===== config.mk =====
export PLATFORM = sky130hd
export DESIGN_NAME = freq_meter
export DESIGN_NICKNAME = d
export VERILOG_FILES = /design/src/rtl/freq_meter.sv
export SDC_FILE = /design/constraint.sdc
export NUM_CORES = 1
export LEC_CHECK = 0
export CAP_MARGIN = 30
export CORE_UTILIZATION = 64
export CTS_CLUSTER_SIZE = 12
export DETAILED_ROUTE_END_ITERATION = 6
export DONT_BUFFER_PORTS = 1
export PLACE_DENSITY = 0.91
export SLEW_MARGIN = 20
export SYNTH_ARGS = -nofsm -noshare
export SYNTH_HDL_FRONTEND = slang
export SYNTH_SLANG_ARGS = --single-unit

===== constraint.sdc =====
create_clock -name sysclk -period 6.05 [get_ports sysclk]
set_input_delay 1.21 -clock sysclk [delete_from_list [all_inputs] [get_ports sysclk]]
set_output_delay 1.21 -clock sysclk [all_outputs]
set_load 0.03 [all_outputs]

===== src/rtl/freq_meter.sv =====
// freq_meter: frequency meter for a square-wave test signal.
//   Counts rising edges of sigin over a gate window of GATE_CYCLES sysclk
//   cycles, latches the saturated count, then converts it to 5-digit BCD
//   with a sequential shift-add-3 engine while the next window counts.
// Ports:
//   sysclk   - system clock
//   reset    - asynchronous, active-high reset
//   sigin    - signal under test, asynchronous to sysclk
//   freq_bin - saturated edge count of the last completed window
//   freq_bcd - freq_bin as BCD, digit 4 in [19:16] .. digit 0 in [3:0]
//   overflow - last completed window saturated at MAX_COUNT
//   valid    - one-cycle pulse when freq_bcd/overflow update
//   busy     - BCD conversion in progress
module freq_meter #(
  parameter int GATE_CYCLES = 100_000_000,
  parameter int CNT_W       = 17,
  parameter int MAX_COUNT   = 99999
) (
  input  logic             sysclk,
  input  logic             reset,
  input  logic             sigin,
  output logic [CNT_W-1:0] freq_bin,
  output logic [19:0]      freq_bcd,
  output logic             overflow,
  output logic             valid,
  output logic             busy
);
  localparam int GW = (GATE_CYCLES > 1) ? $clog2(GATE_CYCLES) : 1;
  localparam int IW = $clog2(CNT_W + 1);
  localparam logic [CNT_W-1:0] MAX_C = CNT_W'(MAX_COUNT);
  localparam logic [CNT_W-1:0] SAT_C = CNT_W'(MAX_COUNT + 1);

  typedef enum logic [1:0] {CONV_IDLE, SHIFT, DONE} state_t;

  logic             s1, s2, s3;
  logic             edge_det;
  logic [GW-1:0]    gate_cnt;
  logic             win_end;
  logic [CNT_W-1:0] edge_cnt;
  logic [CNT_W:0]   total;
  logic [CNT_W-1:0] total_sat;
  logic             ovf_pend;
  state_t           state, state_nxt;
  logic [CNT_W-1:0] shreg;
  logic [19:0]      acc, acc_adj, acc_nxt;
  logic [IW-1:0]    iter;

  // Input synchronizer plus one delay stage for rising-edge detection.
  always_ff @(posedge sysclk or posedge reset) begin
    if (reset) begin
      s1 <= 1'b0;
      s2 <= 1'b0;
      s3 <= 1'b0;
    end else begin
      s1 <= sigin;
      s2 <= s1;
      s3 <= s2;
    end
  end

  assign edge_det = s2 & ~s3;
  assign win_end  = (gate_cnt == GW'(GATE_CYCLES - 1));

  // An edge seen in the last gate cycle belongs to the ending window.
  assign total     = {1'b0, edge_cnt} + (CNT_W + 1)'(edge_det);
  assign total_sat = (total > {1'b0, MAX_C}) ? MAX_C : total[CNT_W-1:0];

  // Gate window, edge counter and binary result latch.
  always_ff @(posedge sysclk or posedge reset) begin
    if (reset) begin
      gate_cnt <= '0;
      edge_cnt <= '0;
      freq_bin <= '0;
      ovf_pend <= 1'b0;
    end else begin
      gate_cnt <= win_end ? '0 : gate_cnt + 1'b1;
      if (win_end) begin
        edge_cnt <= '0;
        freq_bin <= total_sat;
        ovf_pend <= (total > {1'b0, MAX_C});
      end else if (edge_det && edge_cnt != SAT_C) begin
        edge_cnt <= edge_cnt + 1'b1;
      end
    end
  end

  // Shift-add-3: bias each digit >= 5 before the shift so it carries correctly.
  always_comb begin
    acc_adj = acc;
    for (int d = 0; d < 5; d++) begin
      if (acc[4*d +: 4] >= 4'd5) acc_adj[4*d +: 4] = acc[4*d +: 4] + 4'd3;
    end
    acc_nxt = (acc_adj << 1) | 20'(shreg[CNT_W-1]);
  end

  always_ff @(posedge sysclk or posedge reset) begin
    if (reset) state <= CONV_IDLE;
    else       state <= state_nxt;
  end

  always_comb begin
    state_nxt = state;
    case (state)
      CONV_IDLE: if (win_end) state_nxt = SHIFT;
      SHIFT:     if (iter == IW'(CNT_W - 1)) state_nxt = DONE;
      DONE:      state_nxt = CONV_IDLE;
      default:   state_nxt = CONV_IDLE;
    endcase
  end

  // Conversion datapath; results are published on the last iteration so
  // they appear together with the DONE state.
  always_ff @(posedge sysclk or posedge reset) begin
    if (reset) begin
      shreg    <= '0;
      acc      <= '0;
      iter     <= '0;
      freq_bcd <= '0;
      overflow <= 1'b0;
    end else begin
      case (state)
        CONV_IDLE: begin
          if (win_end) begin
            shreg <= total_sat;
            acc   <= '0;
            iter  <= '0;
          end
        end
        SHIFT: begin
          acc   <= acc_nxt;
          shreg <= shreg << 1;
          iter  <= iter + 1'b1;
          if (iter == IW'(CNT_W - 1)) begin
            freq_bcd <= acc_nxt;
            overflow <= ovf_pend;
          end
        end
        default: ;
      endcase
    end
  end

  assign valid = (state == DONE);
  assign busy  = (state == SHIFT);
endmodule

**Word-level counts from Yosys, hierarchy flattened**

Index checks and enable logic that the tools add are counted.

- Register bits after elaboration: 130
- Output and inout port bits: 40
- Input port bits: 3
- Logic and storage cells: 63

- $lt $le $gt $ge: 6
- Eq/ne operators: 7
- Reductions and logical operators: 7
- Bitwise gates (word level): 3
- Add/sub/neg operators: 9
- Multiplexer cells: 18

Operators with widths:

| operator | number |
|---|---|
| 17-bit 2-to-1 mux | 4 |
| 20-bit case mux with 2 select lines | 1 |
| 17-bit case mux with 2 select lines | 1 |
| 27-bit by 1-bit adder with 27-bit output, second input constant | 1 |
| 27-bit equality test, second input constant | 1 |
| 27-bit 2-to-1 mux | 1 |
| 4-bit by 3-bit greater-or-equal comparator with 1-bit output, second input constant | 5 |
| 20-bit 2-to-1 mux | 1 |
| 20-bit by 1-bit OR with 20-bit output | 1 |
| 17-bit by 1-bit adder with 18-bit output | 1 |
| 18-bit by 17-bit > comparator with 1-bit output, second input constant | 1 |
| 17-bit by 1-bit adder with 17-bit output, second input constant | 1 |
| 17-bit != test, second input constant | 1 |
| 4-bit by 2-bit adder with 4-bit output, second input constant | 4 |
| 4-bit 2-to-1 mux | 4 |
| 5-bit case mux with 2 select lines | 1 |
| 2-bit AND reduction | 3 |
| 5-bit by 1-bit adder with 5-bit output, second input constant | 1 |
| 5-bit equality test, second input constant | 1 |
| 5-bit 2-to-1 mux | 1 |
| 2-bit 2-to-1 mux | 2 |
| 2-bit case mux with 2 select lines | 1 |
| 2-bit nonzero test | 2 |
| 3-bit by 2-bit adder with 3-bit output, second input constant | 1 |
| other kinds (9) | 9 |

**Depth between registers and ports, before layout**

Gate-level depths: netlist of the first run.

- Depth in word-level cells: 7
- Mapped depth: 10
- Depth with buffers taken out: 9

**Worst setup path after synthesis of the first run**

OpenSTA, ideal clock, no wires.

- Path kind: register to output
- Start: register state[0]
- End: output port busy
- Path slack: 3.525 ns
- Cell stages (with the launch flop): 5
- Data arrival time: 1.315 ns
- Data required time: 4.840 ns
- Path buffers: 2
- Path through: dfrtp_1 clkbuf_1 nand2b_1 clkinv_1 buf_1

- Longest elaborated chain between the ends: 1

RTL lines:

| element | line | source |
|---|---|---|
| from (decl) | 43 | `state_t state, state_nxt;` |
| from (signal assigned) | 98 | `else state <= state_nxt;` |
| 2-bit by 1-bit equality test with 1-bit output | 144 | `assign busy = (state == SHIFT);` |
| to (decl) | 26 | `output logic busy` |

No other way between the ends.

**Worst setup path in the final report of the first run**

- Start: register state[1]
- End: output port busy

Same word-level chain as after synthesis.

==> qor.txt, run 1 <==
Yosys warns - 0
Data arrival, critical path - 2.33 ns
FFs w/ async S/R, synth - 100%
First-pass GRT wire length - 23400 um
Clk Latency, worst-skew pair - 0.54 ns
Crit-path max FO - 26
Final WS setup - 2.51 ns
Synth area leaders - dfrtp_1 51%, nand2_1 5.2%, xnor2_1 4.4%
Area Overhead vs Synth - 11.1%
CTS tree - done
Pleak - 3.14 nW
Worst Hold Class - register to register
Overflow after GRT - 0
Post-CTS Setup Bufs - 0
Num ports - 43
Layout cells sized above 1 - 7.54%
Setup Skew - 0.00844 ns
Die area - 10400 um2
Synthesized flop and latch total - 130
Headroom to the max-slew limit - 39.3%
Critical path startpoint category - register
Global placement routability congestion - 0.852
RSZ-0062 raised after global routing - false
Syn avg cell area - 9.85 um2
GRT Resource Usage Total - 29.6%
Clock transition at path regs - 0.06 ns
Final nets - 657
Post-synth top cells - 130 x dfrtp_1, 88 x nand2_1, 49 x nor2_1
Run status - finished, final reports clean
NetSw - 0.000499 W
Peak Freq - 282 MHz
Antenna viol nets, final - 0
Sum Neg Setup Slack - 0 ns
Cell taking the most area after synthesis - dfrtp_1
Final hold vios - 0
Sw frac - 22.8%
Most used DFF post-synth - dfrtp_1
Starting Density - 65.9%
Root Buffer - clkbuf_8
Critical path required time - 4.84 ns
Syn Std Cell Area - 6410 um2
Total CTS buffers - 17
Syn nets - 671
Most frequent cell after synthesis - dfrtp_1
Initial antenna violation count - 0
Fin util - 73.2%
Final WL - 14400 um
# setup viols final - 0
Vias in the first global route - 4737
Fin crit share - 58.6%
Combinational power share - 4.9%
Area of the core - 9730 um2
Worst-margin pin slew - 0.910 ns
Drt via density - 6.35
Non-Filler Instances - 783
Filler instances - 637
DR WL/cell - 18.4 um
Placed insts - 749
Hold slack - 0.359 ns
DRT Pass-1 Iters - 7
Die span in y - 102 um
Register share of total power - 42.4%
CTS Sinks - 130
Post-DP HPWL - 9070 um
Internal power - 0.00169 W
Final max-slew violation count - 0
PortBufs - 0
Post-synth cell types - 56
Worst ir drop on vdd - 0.000224 V
Vias - 4972
Die Width - 102 um
Clock network fraction of total power - 52.8%
Register-to-register setup slack - 2.91 ns
CTS max path bufs - 2
Register area share after synthesis - 50.7%
CP Capture Type - output port
Final Critical Period - 3.54 ns
Row count - 36
Antenna Cells - 0
Largest net degree at the start of global routing - 73
DP Worst Slack - 2.93 ns
CTS resizes - 0
CTS H-tree lvls - 4
Critical path class - register to output port
Share of the synthesized area in the top cell type - 50.7%
# hold bufs at CTS - 0
EDFF count, synth - 0
Residual DRC - 0
Syn Inst Count - 651
MaxCap Viol Count - 0
Power density over the cells - 307 nW/um2
Initial DRC count - 360
-- registers in the layout, summed over array words and instances (netlist names) --
register	flops
overflow	1
freq_bcd	20
s2	1
edge_cnt	17
iter	5
freq_bin	17
ovf_pend	1
s1	1
acc	20
gate_cnt	27
state	2
s3	1
shreg	17
-- cells by family after synthesis --
logic type | synth area share (%)
flip-flops | 50.7
XOR/XNOR | 7.38
multiplexers | 1.09
adder cells (fa/ha/maj) | 3.32
buffers and inverters | 4.10
AND/OR/NAND/NOR | 19.3
AO/OA/AOI/OAI | 14.0
-- power by group through the flow --
stage	Sequential, W	Clock (W)	Combinational, W
global placement	0.000937	0	0.0000941
global route	0.000927	0.00119	0.000118
finish	0.000926	0.00115	0.000107
detailed placement	0.000938	0	0.0000986
CTS	0.000924	0.00116	0.000104
floorplan	0.000917	0	0.0000988
-- routing by layer --
metal / GRT usage, % / vias to the layer above / share of wire, %
met3: 8.00 / 46 / 7.2
li1: - / 2274 / -
met1: 37.0 / 2428 / 41
met2: 49.3 / 224 / 49
met4: 11.5 / 0 / 2.7
met5: 0 / - / 0
-- cell usage in the layout, fill, tap and decap left out, types with 6 or more instances in the layout --
| cell type | synthesis | final |
|---|---|---|
| a21oi_1 | 23 | 23 |
| a22oi_1 | 7 | 7 |
| a31oi_1 | 17 | 17 |
| and3_1 | 7 | 7 |
| bufinv_16 | 0 | 6 |
| clkbuf_16 | 0 | 16 |
| dfrtp_1 | 130 | 130 |
| ha_1 | 17 | 17 |
| inv_1 | 20 | 19 |
| mux2i_1 | 7 | 7 |
| nand2_1 | 88 | 88 |
| nand2b_1 | 7 | 7 |
| nand3_1 | 21 | 21 |
| nand4_1 | 15 | 15 |
| nor2_1 | 49 | 49 |
| nor3_1 | 9 | 8 |
| nor3b_1 | 11 | 11 |
| nor4_1 | 7 | 7 |
| o21ai_0 | 35 | 35 |
| o22ai_1 | 13 | 13 |
| o31ai_1 | 18 | 18 |
| or3_1 | 8 | 8 |
| xnor2_1 | 32 | 32 |
| xor2_1 | 22 | 22 |
-- metrics by stage --
stage,power [W],cell area (um2)
final,0.00219,7120
after global routing,0.00224,7120
after CTS,0.00218,7080
after detailed placement,0.00104,6420
after global placement,0.00103,6420
after floorplan,0.00102,6410
-- final timing paths --
| kind | startpoint | cells past startpoint | to |
|---|---|---|---|
| max | state[1] | 3 | busy |
| min reg2reg | s1 | 0 | s2 |
| min in group asynchronous | reset | 1 | iter[0] |
| min | s1 | 0 | s2 |
| max in group asynchronous | reset | 2 | shreg[15] |
| max reg2reg | s2 | 8 | freq_bin[9] |
-- critical path: stages, from the launching register on --
cell and delay (ns):
dfrtp_1 0.50, nand2b_1 0.76, clkinv_1 0.22, buf_4 0.31
-- cell type report --
| cell class | instances | area (um2) | area share, % |
|---|---|---|---|
| Tap cell | 133 | 166 | 2.34 |
| Multi-Input combinational cell | 462 | 2900 | 40.7 |
| Inverter | 21 | 81.3 | 1.14 |
| Clock inverter | 14 | 233 | 3.27 |
| Timing Repair Buffer | 5 | 61.3 | 0.861 |
| Clock buffer | 18 | 428 | 6.01 |
| Sequential cell | 130 | 3250 | 45.7 |
(Power assumes the default switching activity.)
==> run 2: changes to the inputs <==
Settings changed: CORE_UTILIZATION 64 to 57, PLACE_DENSITY 0.91 to 0.86.
Clock period 6.05 ns to 3 ns, I/O delays scaled along.
==> run 2 against run 1 <==
  * Final cell count grew 1.8%
  * Via count shrank 0.68%
  * Core utilization shrank 8.1 points
  * Non-clock buffer count grew 8
  * Global-route usage shrank 3.1 points
  * Hold slack lost 0.31 ns
==> qor.txt, run 2 (same netlist as run 1, synthesis figures left out) <==
Run status - finished, final reports clean
PortBufs - 0 (unchanged)
Vias - 4938 (-0.68%)
Most common cell after layout, fill and taps aside - dfrtp_1
Final max-slew violation count - 0 (unchanged)
Fin util - 65.2% (-8.1 points)
Area Overhead vs Synth - 10.7%
Final WL - 14400 um (-0.26%)
Reg with most FFs - gate_cnt
Post-DP HPWL - 9370 um (+3.3%)
Largest net degree at the start of global routing - 106 (+45%)
CTS tree - done
Worst Hold Class - input port to async pin
Starting Density - 58.9% (-7.0 points)
Overflow after GRT - 0 (unchanged)
# setup viols final - 0 (unchanged)
# hold bufs at CTS - 0 (unchanged)
Initial DRC count - 439 (+22%)
Sum Neg Setup Slack - 0 ns (unchanged)
Num ports - 43 (unchanged)
First-pass GRT wire length - 23700 um (+1.6%)
Headroom to the max-slew limit - 54.4% (+15 points)
Die area - 11700 um2 (+12%)
Filler instances - 816 (+28%)
Fin crit share - 94.1%
Final Critical Period - 2.82 ns
Residual DRC - 0 (unchanged)
Pleak - 3.13 nW (-0.47%)
Worst ir drop on vdd - 0.000360 V (+61%)
Drt via density - 6.20 (-2.4%)
Peak Freq - 354 MHz
Power density over the cells - 564 nW/um2 (+84%)
MaxCap Viol Count - 0 (unchanged)
Crit-path max FO - 10 (-62%)
Most frequent cells in the layout - 130 x dfrtp_1, 88 x nand2_1, 48 x nor2_1, 35 x o21ai_0, 32 x xnor2_1
CTS H-tree lvls - 4 (unchanged)
Antenna Cells - 0 (unchanged)
Final nets - 665 (+1.2%)
Row count - 38 (+5.6%)
Clk Latency, worst-skew pair - 0.53 ns (about the same)
RSZ-0062 raised after global routing - false
Area of the core - 10900 um2 (+12%)
CP Capture Type - register
Setup Skew - 0.0120 ns (+0.00354 ns)
Root Buffer - clkbuf_8
Die span in y - 108 um (+5.8%)
Cell family with most CP delay - simple AND/OR/NAND/NOR gates
CTS Sinks - 130 (unchanged)
Clock transition at path regs - 0.06 ns (about the same)
Crit-path slowest cell - nor4_1
Layout cells sized above 1 - 8.07% (+0.53 points)
Global placement routability congestion - 0.939 (+10%)
CP Cell Sequence - nor2b_1, ha_1, nand2_1, nor4_1, mux2i_1, o211ai_1, o21a_2, o31ai_1
Largest register FFs - 27 (unchanged)
Critical path required time - 3.43 ns (-1.41 ns)
Antenna viol nets, final - 0 (unchanged)
Total CTS buffers - 17 (unchanged)
Initial antenna violation count - 0 (unchanged)
Critical path startpoint category - register
DRT Pass-1 Iters - 5 (-2)
Crit-path max cell delay - 0.56 ns (-0.20 ns)
Die Width - 108 um (+5.8%)
Final hold vios - 0 (unchanged)
GRT Resource Usage Total - 26.5% (-3.1 points)
DR WL/cell - 18.1 um (-2.0%)
Largest regs - gate_cnt x27, acc x20, freq_bcd x20
WP buf/inv - 0 (-2)
Worst-margin pin slew - 0.684 ns (-0.226 ns)
Critical path class - register to register
Vias in the first global route - 4927 (+4.0%)
Data arrival, critical path - 3.25 ns (+0.92 ns)
CTS max path bufs - 2 (unchanged)
[run 2: area by class of cell]
type / instances / area (um2) / area share [%]
Sequential cell: 130 / 3250 / 45.9
Clock buffer: 27 / 502 / 7.07
Clock inverter: 4 / 47.5 / 0.670
Multi-Input combinational cell: 462 / 2910 / 41.0
Inverter: 21 / 82.6 / 1.16
Tap cell: 140 / 175 / 2.47
Timing Repair Buffer: 13 / 123 / 1.73
[run 2: power by group]
| group | internal (W) | switching [W] | total, W |
|---|---|---|---|
| clock | 0.00120 | 0.000714 | 0.00192 |
| combinational | 0.0000747 | 0.000141 | 0.000216 |
| sequential | 0.00179 | 0.0000805 | 0.00187 |
| total | 0.00307 | 0.000936 | 0.00400 |
[run 2: timing repair]
action,4_1_cts,5_1_grt
resized for setup,1,2
pin swaps,0,1
setup endpoints to repair,1,25
buffers inserted,0,1
gates cloned,0,0
[run 2: path summary, 6_finish.rpt]
path	start	to	slack, ns	depth (start not counted)
setup / recovery	s2	freq_bin[6]	0.18	8
hold / removal	reset	freq_bin[8]	0.05	2
setup reg to reg	s2	freq_bin[6]	0.18	8
hold reg to reg	s1	s2	0.35	0
max in group asynchronous	reset	gate_cnt[16]	2.48	2
min in group sysclk	sigin	s1	0.10	0
[run 2: metal layers]
| layer | vias to the layer above | wire length [um] | GRT usage (%) |
|---|---|---|---|
| met3 | 54 | 892 | 7.41 |
| met5 | - | 0 | 0 |
| met1 | 2422 | 5920 | 31.6 |
| met4 | 0 | 555 | 13.6 |
| met2 | 174 | 7020 | 43.8 |
| li1 | 2288 | - | - |
[run 2: per-stage QoR]
step,setup slack [ns],power [W],instances,hold WS (ns),cell area [um2]
6_report,0.177,0.00400,797,0.0496,7090
5_1_grt,0.0147,0.00414,797,0.0807,7090
4_1_cts,0.112,0.00401,796,0.0613,7070
3_5_place_dp,0.0254,0.00210,765,0.343,6510
3_3_place_gp,0.258,0.00209,765,0.334,6510
2_1_floorplan,0.506,0.00205,651,0.331,6410
[run 2: worst register-to-register path: cells and delay by family, from the launching register on]
kind	cells	cell delay [ns]
simple gates	3	0.98
compound gates	3	0.85
flops	1	0.33
mux	1	0.29
fa+ha+maj	1	0.28
